## src/rtl/fetch_pkg.sv

```systemverilog
// fetch_pkg: shared types and constants for the instruction fetch stage.
//   fetch_state_e  : fetch FSM states (FETCH, HOLD, ERROR)
//   FAULT_*        : fault_code encodings reported to the rest of the core
//   NOP_INTR       : default instruction presented after reset / on error
//   is_misaligned  : helper that flags a PC that is not word aligned
package fetch_pkg;

  typedef enum logic [1:0] {
    FETCH = 2'd0,
    HOLD  = 2'd1,
    ERROR = 2'd2
  } fetch_state_e;

  localparam logic [1:0] FAULT_NONE     = 2'b00;
  localparam logic [1:0] FAULT_MISALIGN = 2'b01;
  localparam logic [1:0] FAULT_TIMEOUT  = 2'b10;

  localparam logic [31:0] NOP_INSTR = 32'h0000_0000;

  localparam int WAIT_CNT_W = 8;

  // A fetch address must have its two low bits clear.
  function automatic logic is_misaligned(input logic [31:0] addr);
    return (addr[1:0] != 2'b00);
  endfunction

endpackage

```

## src/rtl/fetch_timeout_counter.sv

```systemverilog
// fetch_timeout_counter: counts cycles a memory request has waited.
//   clk      : system clock
//   reset    : synchronous active-high reset (count -> 0)
//   clear    : synchronous clear (request completed)
//   inc      : one more cycle spent waiting
//   expired  : the count has reached TIMEOUT_CYCLES-1, i.e. the current
//              waiting cycle is the TIMEOUT_CYCLES-th one
// The count saturates at its maximum instead of wrapping, so a stalled
// request can never alias back to a small count.
module fetch_timeout_counter
  import fetch_pkg::*;
#(
  parameter int TIMEOUT_CYCLES = 16
) (
  input  logic clk,
  input  logic reset,
  input  logic clear,
  input  logic inc,
  output logic expired
);

  localparam logic [WAIT_CNT_W-1:0] LIMIT   = WAIT_CNT_W'(TIMEOUT_CYCLES - 1);
  localparam logic [WAIT_CNT_W-1:0] CNT_MAX = {WAIT_CNT_W{1'b1}};

  logic [WAIT_CNT_W-1:0] count_r;

  // Saturating wait-cycle counter with clear.
  always_ff @(posedge clk) begin
    if (reset) begin
      count_r <= {WAIT_CNT_W{1'b0}};
    end else if (clear) begin
      count_r <= {WAIT_CNT_W{1'b0}};
    end else if (inc && (count_r != CNT_MAX)) begin
      count_r <= count_r + WAIT_CNT_W'(1);
    end else begin
      count_r <= count_r;
    end
  end

  assign expired = (count_r == LIMIT);

endmodule

```

## src/rtl/instr_fetch_unit.sv

```systemverilog
// instr_fetch_unit: fetch stage between the PC logic and decode.
//   clk, reset    : clock and synchronous active-high reset
//   pc            : current PC from the PC logic
//   pc_enable     : one-cycle pulse, PC logic loads its next PC on this edge
//   imem_req      : instruction memory request (high only in FETCH)
//   imem_addr     : fetch address (mirrors pc)
//   imem_ready    : memory returns imem_rdata this cycle
//   imem_rdata    : instruction word from memory
//   decode_ready  : decode consumes the held instruction this cycle
//   instr         : registered instruction for decode
//   instr_pc      : PC the held instruction came from
//   instr_valid   : instr / instr_pc valid
//   fault         : sticky error flag
//   fault_code    : 00 none, 01 misaligned PC, 10 memory timeout
//   fetch_count   : instructions consumed by decode (wraps)
// Once a fault is taken the unit parks in ERROR until reset.
module instr_fetch_unit
  import fetch_pkg::*;
#(
  parameter int          TIMEOUT_CYCLES = 16,
  parameter logic [31:0] RESET_INSTR    = NOP_INSTR
) (
  input  logic        clk,
  input  logic        reset,
  input  logic [31:0] pc,
  output logic        pc_enable,
  output logic        imem_req,
  output logic [31:0] imem_addr,
  input  logic        imem_ready,
  input  logic [31:0] imem_rdata,
  input  logic        decode_ready,
  output logic [31:0] instr,
  output logic [31:0] instr_pc,
  output logic        instr_valid,
  output logic        fault,
  output logic [1:0]  fault_code,
  output logic [31:0] fetch_count
);

  fetch_state_e state_r, state_s;

  logic [31:0] instr_r, instr_s;
  logic [31:0] instr_pc_r, instr_pc_s;
  logic        instr_valid_r, instr_valid_s;
  logic        fault_r, fault_s;
  logic [1:0]  fault_code_r, fault_code_s;
  logic [31:0] fetch_count_r, fetch_count_s;

  logic wait_clear_s;
  logic wait_inc_s;
  logic wait_expired_s;

  fetch_timeout_counter #(
    .TIMEOUT_CYCLES(TIMEOUT_CYCLES)
  ) u_timeout (
    .clk    (clk),
    .reset  (reset),
    .clear  (wait_clear_s),
    .inc    (wait_inc_s),
    .expired(wait_expired_s)
  );

  // Next-state and next-register logic for the fetch FSM.
  always_comb begin
    state_s       = state_r;
    instr_s       = instr_r;
    instr_pc_s    = instr_pc_r;
    instr_valid_s = instr_valid_r;
    fault_s       = fault_r;
    fault_code_s  = fault_code_r;
    fetch_count_s = fetch_count_r;
    wait_clear_s  = 1'b0;
    wait_inc_s    = 1'b0;

    case (state_r)
      FETCH: begin
        // Misalignment wins over a simultaneous imem_ready.
        if (is_misaligned(pc)) begin
          state_s       = ERROR;
          fault_s       = 1'b1;
          fault_code_s  = FAULT_MISALIGN;
          instr_s       = RESET_INSTR;
          instr_valid_s = 1'b0;
        end else if (imem_ready) begin
          state_s       = HOLD;
          instr_s       = imem_rdata;
          instr_pc_s    = pc;
          instr_valid_s = 1'b1;
          wait_clear_s  = 1'b1;
        end else begin
          wait_inc_s = 1'b1;
          // expired means this non-ready cycle is the last one allowed.
          if (wait_expired_s) begin
            state_s       = ERROR;
            fault_s       = 1'b1;
            fault_code_s  = FAULT_TIMEOUT;
            instr_s       = RESET_INSTR;
            instr_valid_s = 1'b0;
          end else begin
            state_s = FETCH;
          end
        end
      end
      HOLD: begin
        if (decode_ready) begin
          state_s       = FETCH;
          instr_valid_s = 1'b0;
          fetch_count_s = fetch_count_r + 32'd1;
        end else begin
          state_s = HOLD;
        end
      end
      ERROR: begin
        state_s       = ERROR;
        instr_s       = RESET_INSTR;
        instr_valid_s = 1'b0;
      end
      default: begin
        // Unreachable encoding: park safely and raise the fault flag.
        state_s       = ERROR;
        fault_s       = 1'b1;
        instr_s       = RESET_INSTR;
        instr_valid_s = 1'b0;
      end
    endcase
  end

  // State and output registers with synchronous reset.
  always_ff @(posedge clk) begin
    if (reset) begin
      state_r       <= FETCH;
      instr_r       <= RESET_INSTR;
      instr_pc_r    <= 32'h0000_0000;
      instr_valid_r <= 1'b0;
      fault_r       <= 1'b0;
      fault_code_r  <= FAULT_NONE;
      fetch_count_r <= 32'h0000_0000;
    end else begin
      state_r       <= state_s;
      instr_r       <= instr_s;
      instr_pc_r    <= instr_pc_s;
      instr_valid_r <= instr_valid_s;
      fault_r       <= fault_s;
      fault_code_r  <= fault_code_s;
      fetch_count_r <= fetch_count_s;
    end
  end

  // Handshake outputs are decoded from state so the PC logic and memory
  // see them in the same cycle; both are forced low while reset is high.
  assign imem_req    = (state_r == FETCH) && !reset;
  assign pc_enable   = (state_r == HOLD) && decode_ready && !reset;
  assign imem_addr   = pc;

  assign instr       = instr_r;
  assign instr_pc    = instr_pc_r;
  assign instr_valid = instr_valid_r;
  assign fault       = fault_r;
  assign fault_code  = fault_code_r;
  assign fetch_count = fetch_count_r;

endmodule

```

## config.mk

```make
export PLATFORM = sky130hd
export DESIGN_NAME = instr_fetch_unit
export DESIGN_NICKNAME = d
export VERILOG_FILES = /design/src/rtl/fetch_pkg.sv /design/src/rtl/fetch_timeout_counter.sv /design/src/rtl/instr_fetch_unit.sv
export SDC_FILE = /design/constraint.sdc
export NUM_CORES = 1
export LEC_CHECK = 0
export ABC_AREA = 1
export CAP_MARGIN = 40
export CORE_MARGIN = 5
export CORE_UTILIZATION = 39
export DETAILED_ROUTE_END_ITERATION = 7
export PLACE_DENSITY = 0.76
export SYNTH_ARGS = -nofsm -noshare
export SYNTH_HDL_FRONTEND = slang
export SYNTH_HIERARCHICAL = 1
export SYNTH_SLANG_ARGS = --single-unit
export TNS_END_PERCENT = 20
```

## constraint.sdc

```tcl
create_clock -name clk -period 1.8 [get_ports clk]
set_clock_uncertainty 0.15 [all_clocks]
set_input_delay 0.45 -clock clk [delete_from_list [all_inputs] [get_ports clk]]
set_output_delay 0.45 -clock clk [all_outputs]
set_load 0.05 [all_outputs]
```

**After elaboration in Yosys (flattened, before gate mapping)**

Cells that the tools add are included.

- Input bits: 68
- Flip-flop bits (word level): 110

- Eq/ne operators: 9
- Reduce and logical (&&, ||, !) cells: 16
- Bitwise operators: 3
- Add/subtract/negate cells: 2
- Multiplexer cells: 27

Operator list:

| operator | number |
|---|---|
| 32-bit 2-to-1 mux | 3 |
| 32-bit case mux with 2 select lines | 1 |
| 32-bit by 1-bit adder with 32-bit output, second input constant | 1 |
| 1-bit 2-to-1 mux | 14 |
| 2-bit 2-to-1 mux | 6 |
| 3-bit AND reduction | 3 |
| 8-bit by 1-bit adder with 8-bit output, second input constant | 1 |
| 8-bit by 4-bit equality test with 1-bit output, second input constant | 1 |
| 8-bit != test, second input constant | 1 |
| 2-bit AND reduction | 3 |
| 1-bit logical AND | 4 |
| 4-bit by 3-bit != test with 1-bit output, second input constant | 1 |
| 1-bit case mux with 2 select lines | 2 |
| 2-bit case mux with 2 select lines | 1 |
| 2-bit nonzero test | 2 |
| 2-bit OR reduction | 2 |
| 3-bit by 2-bit != test with 1-bit output, second input constant | 1 |
| 3-bit != test, second input constant | 1 |
| 1-bit NOT | 3 |
| 2-bit by 1-bit equality test with 1-bit output, second input constant | 1 |
| 2-bit equality test, second input constant | 1 |
| 2-bit zero test | 1 |
| 2-bit by 1-bit != test with 1-bit output, second input constant | 1 |
| 2-bit != test, second input constant | 1 |
| 1-bit zero test | 1 |

**Depth between registers and ports, before layout**

Gate-level depths: netlist (run 1).

- Depth after elaboration: 5
- Mapped depth: 12

**Cells and area by module**

Netlist (run 1), hierarchy kept.

By module, submodules not included:

| module | sequential area each (sq um) | area each (sq um) | cells each | instances |
|---|---|---|---|---|
| instr_fetch_unit | 2042.0 | 4560.6 | 623 | 1 |
| fetch_timeout_counter | 160.2 | 467.9 | 74 | 1 |

**Worst setup path before layout (run 1)**

OpenSTA, ideal clock, no wires.

- Path kind: input-to-output
- Start point: in reset
- End point: out imem_req
- Setup slack: -0.312 ns
- Cell stages on the path: 3
- Buffers on the path: 2
- Data arrival time: 1.512 ns
- Cell sequence: clkbuf_1 -> clkbuf_1 -> nor2_1

- Word-level cells in the longest chain between the ends: 2

Ends and longest elaborated chain:

| element | line | RTL |
|---|---|---|
| start: declaration | instr_fetch_unit.sv:24 | `input logic reset,` |
| 1-bit zero test | instr_fetch_unit.sv:151 | `assign imem_req = (state_r == FETCH) && !reset;` |
| 1-bit logical AND | instr_fetch_unit.sv:151 |  |
| end: declaration | instr_fetch_unit.sv:27 | `output logic imem_req,` |

No other way between the ends.

**Final worst setup path (run 1)**

- Start point: reg u_timeout.count_r[1]
- End point: reg instr_r[12], in the netlist instr[12]

- Word-level cells in the longest chain between the ends: 3

Ends and longest elaborated chain:

| element | line | RTL |
|---|---|---|
| start: declaration | fetch_timeout_counter.sv:25 | `logic [WAIT_CNT_W-1:0] count_r;` |
| start signal: assignment | fetch_timeout_counter.sv:30 | `count_r <= {WAIT_CNT_W{1'b0}};` |
| start signal: assignment | fetch_timeout_counter.sv:32 | `count_r <= {WAIT_CNT_W{1'b0}};` |
| start signal: assignment | fetch_timeout_counter.sv:34 | `count_r <= count_r + WAIT_CNT_W'(1);` |
| 8-bit by 4-bit equality test with 1-bit output | fetch_timeout_counter.sv:40 | `assign expired = (count_r == LIMIT);` |
| via wait_expired_s | instr_fetch_unit.sv:51 | `logic wait_expired_s;` |
| 4-bit by 3-bit != test with 1-bit output (no line) | - |  |
| 2-bit AND reduction (no line) | - |  |
| end signal: assignment | instr_fetch_unit.sv:140 | `instr_r <= instr_s;` |
| end: declaration | instr_fetch_unit.sv:42 | `logic [31:0] instr_r, instr_s;` |

The timed path passes the listed nets, and every way through them passes these cells.
A chain may end at the register's enable or synchronous reset.

==> flow_summary.yaml, run 1 <==
finish:
  diodes: 0
  final_nets: 977
  fin_area_um2: 9170
  drive_above_1_share: 0.284
  fillers: 882
  area_growth_pct: 82.4
  utilization: 0.727
clock_network:
  cts_num_sinks: 110
  h-tree-depth: 3
  cts_buffers: 9
  clk_path_buf_depth: 2
  cts_root_buf: "clkbuf_16"
  clk_pin_slew_ns: 0.07
  cts_tree: "built"
  insertion_delay_ns: 0.35
critical_path:
  cp_max_fo: 16
  worstSetupStartpointType: "flip-flop"
  critPathCaptureType: "flip-flop"
  cp.required_ns: 1.94
  crit_path_cell_trace: "ha_4 > nand3_4 > nor4_4 > inv_2 > nand2_2 > nand2_8 > inv_6 > nand3_1 > a21oi_1"
  cp_slowest_cell: "dfxtp_2"
  cp.arrival_ns: 2.03
  critical_path.max_stage_delay_ns: 0.36
  worstSetupPathType: "flip-flop to flip-flop"
global_route:
  antenna_found_initial: 1
  grt_pass1_vias: 5195
  grt_pass1_wl_um: 25700
  grt-ovfl-total: 0
  grt_usage: 0.216
  grt_max_degree: 39
power:
  power.leakage_uw: 0.00380
  switchingPower_uw: 1500
  cellPowerDensity_nw_per_um2: 636
  ir_worst_vdd_uv: 533
  switching_share: 0.257
  combPwrFrac: 0.185
  pwr-share-clk: 0.381
  internal_power_uw: 4340
  pwr-share-seq: 0.434
sta:
  worst_slew_pin_slew_ns: 0.358
  timing.hold.ws_ns: 0.329
  fin_crit_ns: 1.89
  drv_slew: 0
  rsz0062_at_grt: "yes"
  setup_slack_ns: -0.0925
  setup_viol: 37
  fmax_mhz: 528
  post-route-period-util: 1.05
  final_hold_viol_count: 0
  slew_headroom: 0.761
outcome:
  status: "complete, but fails checks"
  failed_checks: "negative setup slack"
logic_synthesis:
  syn_inst: 697
  syn_avg_cell_area_um2: 7.21
  syn-cell-area_um2: 5030
  synth_edf_count: 0
  async_flop_share: 0
  syn-num-nets: 769
  ys_types: 35
  synthFlopType: "dfxtp_1"
  yosysWarnings: 6
  ys_seq_elements: 110
  seq_area_frac_synth: 0.438
floorplanning:
  core_area_um2: 12600
  rows: 41
  die_area_um2: 15300
  start_util: 0.398
  io_pins: 202
  dieWidth_um: 124
  die_h_um: 124
detailed_routing:
  highest_layer: "met5"
  dr_wl_met3_um: 1620
  routed_via_density: 4.88
  ant_nets: 0
  drt-met1-wl_um: 6490
  wl_um: 16600
  drtIter0Drc: 384
  wl_met2_um: 8080
  dr_total_vias: 5283
  wl_per_cell_um: 15.4
  post-route-drc-count: 0
  firstDrtPassIters: 5
worst_hold_path:
  hp-class: "primary input to flip-flop"
placed_design:
  place_area_um2: 8620
  hpwl_um: 12200
  io_buffers: 201
  place_congestion: 0.866
flow_run:
  drv_cap: 0
-- cell families (layout without fill, tap and decap cells) --
group | count (synthesis) | in the layout | synth area share
xor+xnor | 3 | 3 | 0.00523
simple gates | 349 | 349 | 0.311
fa+ha+maj | 4 | 4 | 0.00995
compound gates | 105 | 105 | 0.107
buf+inv | 126 | 339 | 0.129
flops | 110 | 110 | 0.438
-- state kept, by name, indices dropped and copies added (netlist names) --
name / count
state_r: 2
instr_valid: 1
fetch_count: 32
fault_code: 2
u_timeout/count_r: 8
instr_pc: 32
instr: 32
fault: 1
-- power groups by stage --
stage / Clock, uW / Combinational (uW) / Sequential [uW]
2_1_floorplan: 0 / 359 / 2710
3_3_place_gp: 0 / 1050 / 2580
3_5_place_dp: 0 / 1050 / 2590
4_1_cts: 2280 / 1070 / 2530
5_1_grt: 2380 / 1130 / 2540
6_report: 2220 / 1080 / 2530
-- through the flow --
stage / total power, uW / TNS, ns / std cells / worst slack, ns
final: 5840 / -1.52 / 1082 / -0.0925
after CTS: 5880 / -0.161 / 1076 / -0.0878
after global routing: 6050 / -4.33 / 1082 / -0.153
after global placement: 3630 / -30.49 / 1059 / -0.430
after floorplan: 3070 / 0 / 697 / 0.0104
after detailed placement: 3640 / -35.74 / 1059 / -0.535
-- layout make-up --
cell class / count / area, um^2 / share of cell area
Clock buffer: 13 / 270 / 0.0295
Clock inverter: 3 / 65.1 / 0.00709
Inverter: 65 / 262 / 0.0285
Multi-Input combinational cell: 461 / 2310 / 0.251
Sequential cell: 110 / 2210 / 0.241
Tap cell: 172 / 215 / 0.0235
Timing Repair Buffer: 257 / 3840 / 0.418
Timing Repair inverter: 1 / 8.76 / 0.000955
-- cells in the mapped netlist (5+ instances only) --
| cell | count | area [um^2] |
|---|---|---|
| nor2_4 | 5 | 56.3 |
| nand4_1 | 10 | 62.6 |
| buf_4 | 33 | 248 |
| buf_2 | 12 | 60.1 |
| dfxtp_1 | 110 | 2200 |
| buf_6 | 5 | 56.3 |
| nand2_1 | 126 | 473 |
| nand3_1 | 54 | 270 |
| a21oi_1 | 53 | 265 |
| clkbuf_1 | 10 | 37.5 |
| nor2_1 | 127 | 477 |
| nand2_2 | 5 | 31.3 |
| o21ai_0 | 43 | 215 |
| inv_1 | 62 | 233 |
| nand3_2 | 5 | 50.1 |
-- worst paths after layout --
| kind | from | endpoint | slack (ns) | cells after the start |
|---|---|---|---|---|
| worst max-delay path | u_timeout/count_r[1] | instr[12] | -0.09 | 9 |
| worst min-delay path | reset | fetch_count[26] | 0.33 | 2 |
| worst max register to register | u_timeout/count_r[1] | instr[12] | -0.09 | 9 |
| worst min register to register | instr_pc[0] | instr_pc[0] | 0.34 | 2 |
-- metal layers --
layer  vias to the layer above  track usage
li1                       2616            -
met1                      2418        0.250
met2                       213        0.352
met3                        34       0.0929
met4                         2       0.0865
met5                         -            0
-- timing repair --
item	4_1_cts	5_1_grt
gates resized for setup	27	21
setup endpoints to repair	43	62
hold buffers	0	0
gates cloned	0	2
pin swaps	6	11
setup buffers	2	4
-- placed cells by master, fill, tap and decap left out, types with 3 or more instances in the layout --
master	count
clkbuf_8	3
nand4_1	10
nor2_2	6
o21a_1	3
dlygate4sd2_1	5
nand3_2	5
buf_12	137
nor2_4	9
inv_1	57
clkdlybuf4s50_1	61
clkbuf_16	10
inv_2	4
nand2_1	125
buf_4	49
dfxtp_1	104
ha_4	3
nor2_1	121
nor3_1	4
o21ai_1	6
dfxtp_2	6
nand2_2	5
nand3_1	53
xor2_1	3
o21ai_0	40
a21oi_1	52
-- worst max-delay path: cells and delay by family, from the launching register on --
family | cells | cell delay [ns]
AO/OA/AOI/OAI | 1 | 0.15
adder cells (fa/ha/maj) | 1 | 0.15
buffers and inverters | 2 | 0.25
flip-flops | 1 | 0.36
AND/OR/NAND/NOR | 5 | 0.75
Power figures use the tool's default switching activity.
==> run 2: changes to the inputs <==
--- a/config.mk
+++ b/config.mk
@@ -10,6 +10,7 @@
 export CORE_MARGIN = 5
 export CORE_UTILIZATION = 39
 export DETAILED_ROUTE_END_ITERATION = 7
+export GPL_ROUTABILITY_DRIVEN = 0
 export PLACE_DENSITY = 0.76
 export SYNTH_ARGS = -nofsm -noshare
 export SYNTH_HDL_FRONTEND = slang
==> results of run 2 <==
Same layout as run 1: the final DEF is identical, and so are final timing and power.
==> run 3: changes to the inputs <==
--- a/config.mk
+++ b/config.mk
@@ -6,12 +6,12 @@
 export NUM_CORES = 1
 export LEC_CHECK = 0
 export ABC_AREA = 1
-export CAP_MARGIN = 40
+export CAP_MARGIN = 20
 export CORE_MARGIN = 5
 export CORE_UTILIZATION = 39
 export DETAILED_ROUTE_END_ITERATION = 7
 export GPL_ROUTABILITY_DRIVEN = 0
-export PLACE_DENSITY = 0.76
+export PLACE_DENSITY = 0.79
 export SYNTH_ARGS = -nofsm -noshare
 export SYNTH_HDL_FRONTEND = slang
 export SYNTH_HIERARCHICAL = 1
==> flow_summary.yaml, run 3 (synthesis results as in run 1) <==
outcome:
  status: "complete, but fails checks"
  failed_checks: "negative setup slack"
power:
  combPwrFrac: 0.192
  cellPowerDensity_nw_per_um2: 643
  pwr-share-clk: 0.397
  switchingPower_uw: 1640
  switching_share: 0.265
  power.leakage_uw: 0.00392
  internal_power_uw: 4530
  ir_worst_vdd_uv: 1050
  pwr-share-seq: 0.411
critical_path:
  critical_path.max_stage_delay_ns: 0.37
  cp.required_ns: 1.93
  crit_top_cell: "nand3_4"
  worstSetupStartpointType: "flip-flop"
  critPathCaptureType: "flip-flop"
  cp.arrival_ns: 2.17
  crit_path_cell_trace: "ha_4 > nand3_4 > nor4_4 > inv_2 > nand2_4 > nand2_8 > buf_8 > clkinv_8 > nand3_4 > a21oi_2"
  worstSetupPathType: "flip-flop to flip-flop"
  cp_max_fo: 8
  cp_slowest_cell: "dfxtp_4"
clock_network:
  h-tree-depth: 3
  cts-hold-fix-buffers: 0
  clk_pin_slew_ns: 0.07
  cts_num_sinks: 110
  cts_buffers: 9
  cts_tree: "built"
  insertion_delay_ns: 0.36
  cts_root_buf: "clkbuf_16"
  clk_path_buf_depth: 2
global_route:
  grt_max_degree: 50
  antenna_found_initial: 1
  grt_usage: 0.247
  grt_pass1_vias: 5687
  grt-ovfl-total: 0
  grt_pass1_wl_um: 29100
floorplanning:
  die_area_um2: 15300
  io_pins: 202
  core_area_um2: 12600
  start_util: 0.398
  dieWidth_um: 124
  rows: 41
  die_h_um: 124
sta:
  fmax_mhz: 490
  post-route-period-util: 1.13
  fin_crit_ns: 2.04
  drv_slew: 0
  final_hold_viol_count: 0
  setup_viol: 40
  worst_slew_pin_slew_ns: 0.547
  setup_slack_ns: -0.242
  rsz0062_at_grt: "yes"
  slew_headroom: 0.635
  timing.hold.ws_ns: 0.307
placed_design:
  place_area_um2: 8570
  io_buffers: 201
  hpwl_um: 12700
detailed_routing:
  dr_total_vias: 5705
  routed_via_density: 5.24
  drtIter0Drc: 519
  wl_um: 21100
  ant_nets: 0
  firstDrtPassIters: 5
  wl_per_cell_um: 19.3
  post-route-drc-count: 0
flow_run:
  drv_cap: 0
finish:
  area_growth_pct: 90.8
  drive_above_1_share: 0.346
  fin_area_um2: 9590
  final_cell_mix: "136 x buf_12, 122 x nand2_1, 118 x nor2_1"
  final_nets: 984
  layout_commonest_cell: "buf_12"
worst_hold_path:
  hp-class: "primary input to flip-flop"
-- run 3: cell count changes in the layout (fill, tap and decap cells not counted), moves of 7 or more --
cell and delta:
nand3_4 +7, a21oi_2 +20, nand3_2 +14, buf_6 +9, a21oi_1 -21, nand3_1 -21
-- run 3: power by group through the flow --
stage          clock network [uW]  registers (uW)  logic (uW)
5_1_grt                      2590            2540        1230
6_report                     2450            2540        1190
4_1_cts                      2480            2530        1120
3_5_place_dp                    0            2590        1050
3_3_place_gp                    0            2580        1040
2_1_floorplan                   0            2710         359
-- run 3: area by class of cell --
class                   instances  area [um^2]
clock buffers                  11          233
diodes                          1         2.50
well taps                     172          215
multi-input cells             461         2580
fillers                       745         3030
repair buffers                263         3920
repair inverters                2         32.5
clock inverters                 4          120
inverters                      65          269
flip-flops and latches        110         2220
-- run 3: through the flow --
step                setup TNS [ns]  instances  utilization  power, uW  setup WS [ns]
global placement            -34.83       1056        0.679       3620         -0.469
floorplan                        0        697            -       3070         0.0104
finish                       -4.84       1089        0.760       6170         -0.242
global route                 -7.39       1089        0.760       6360         -0.294
detailed placement          -40.72       1056        0.679       3640         -0.622
CTS                          -1.04       1083        0.732       6130         -0.109
-- run 3: final timing paths --
path	start	depth (start not counted)	slack [ns]	end
setup / recovery	u_timeout/count_r[0]	10	-0.24	instr[15]
hold / removal	reset	2	0.31	fetch_count[26]
setup reg to reg	u_timeout/count_r[0]	10	-0.24	instr[15]
hold reg to reg	instr_pc[0]	2	0.34	instr_pc[0]
-- run 3: worst max-delay path, delay by kind of cell, from the launching register on --
family	cells	cell delay [ns]
buffers and inverters	3	0.39
adders and majority gates	1	0.16
and+or+nand+nor	5	0.71
AOI/OAI and AO/OA	1	0.19
DFF	1	0.37
-- run 3: layer usage --
layer / up-vias / part of all wire / global-route usage
met5: - / 0 / 0
met1: 2636 / 0.34 / 0.259
met4: 0 / 0.052 / 0.0997
li1: 2628 / - / -
met3: 91 / 0.098 / 0.108
met2: 350 / 0.51 / 0.433
-- run 3: what timing repair did --
item / in CTS / in global routing
resized for setup: 59 / 79
cloned: 2 / 1
buffers inserted: 10 / 4
endpoints found under the setup margin: 69 / 95
pin swaps: 13 / 26
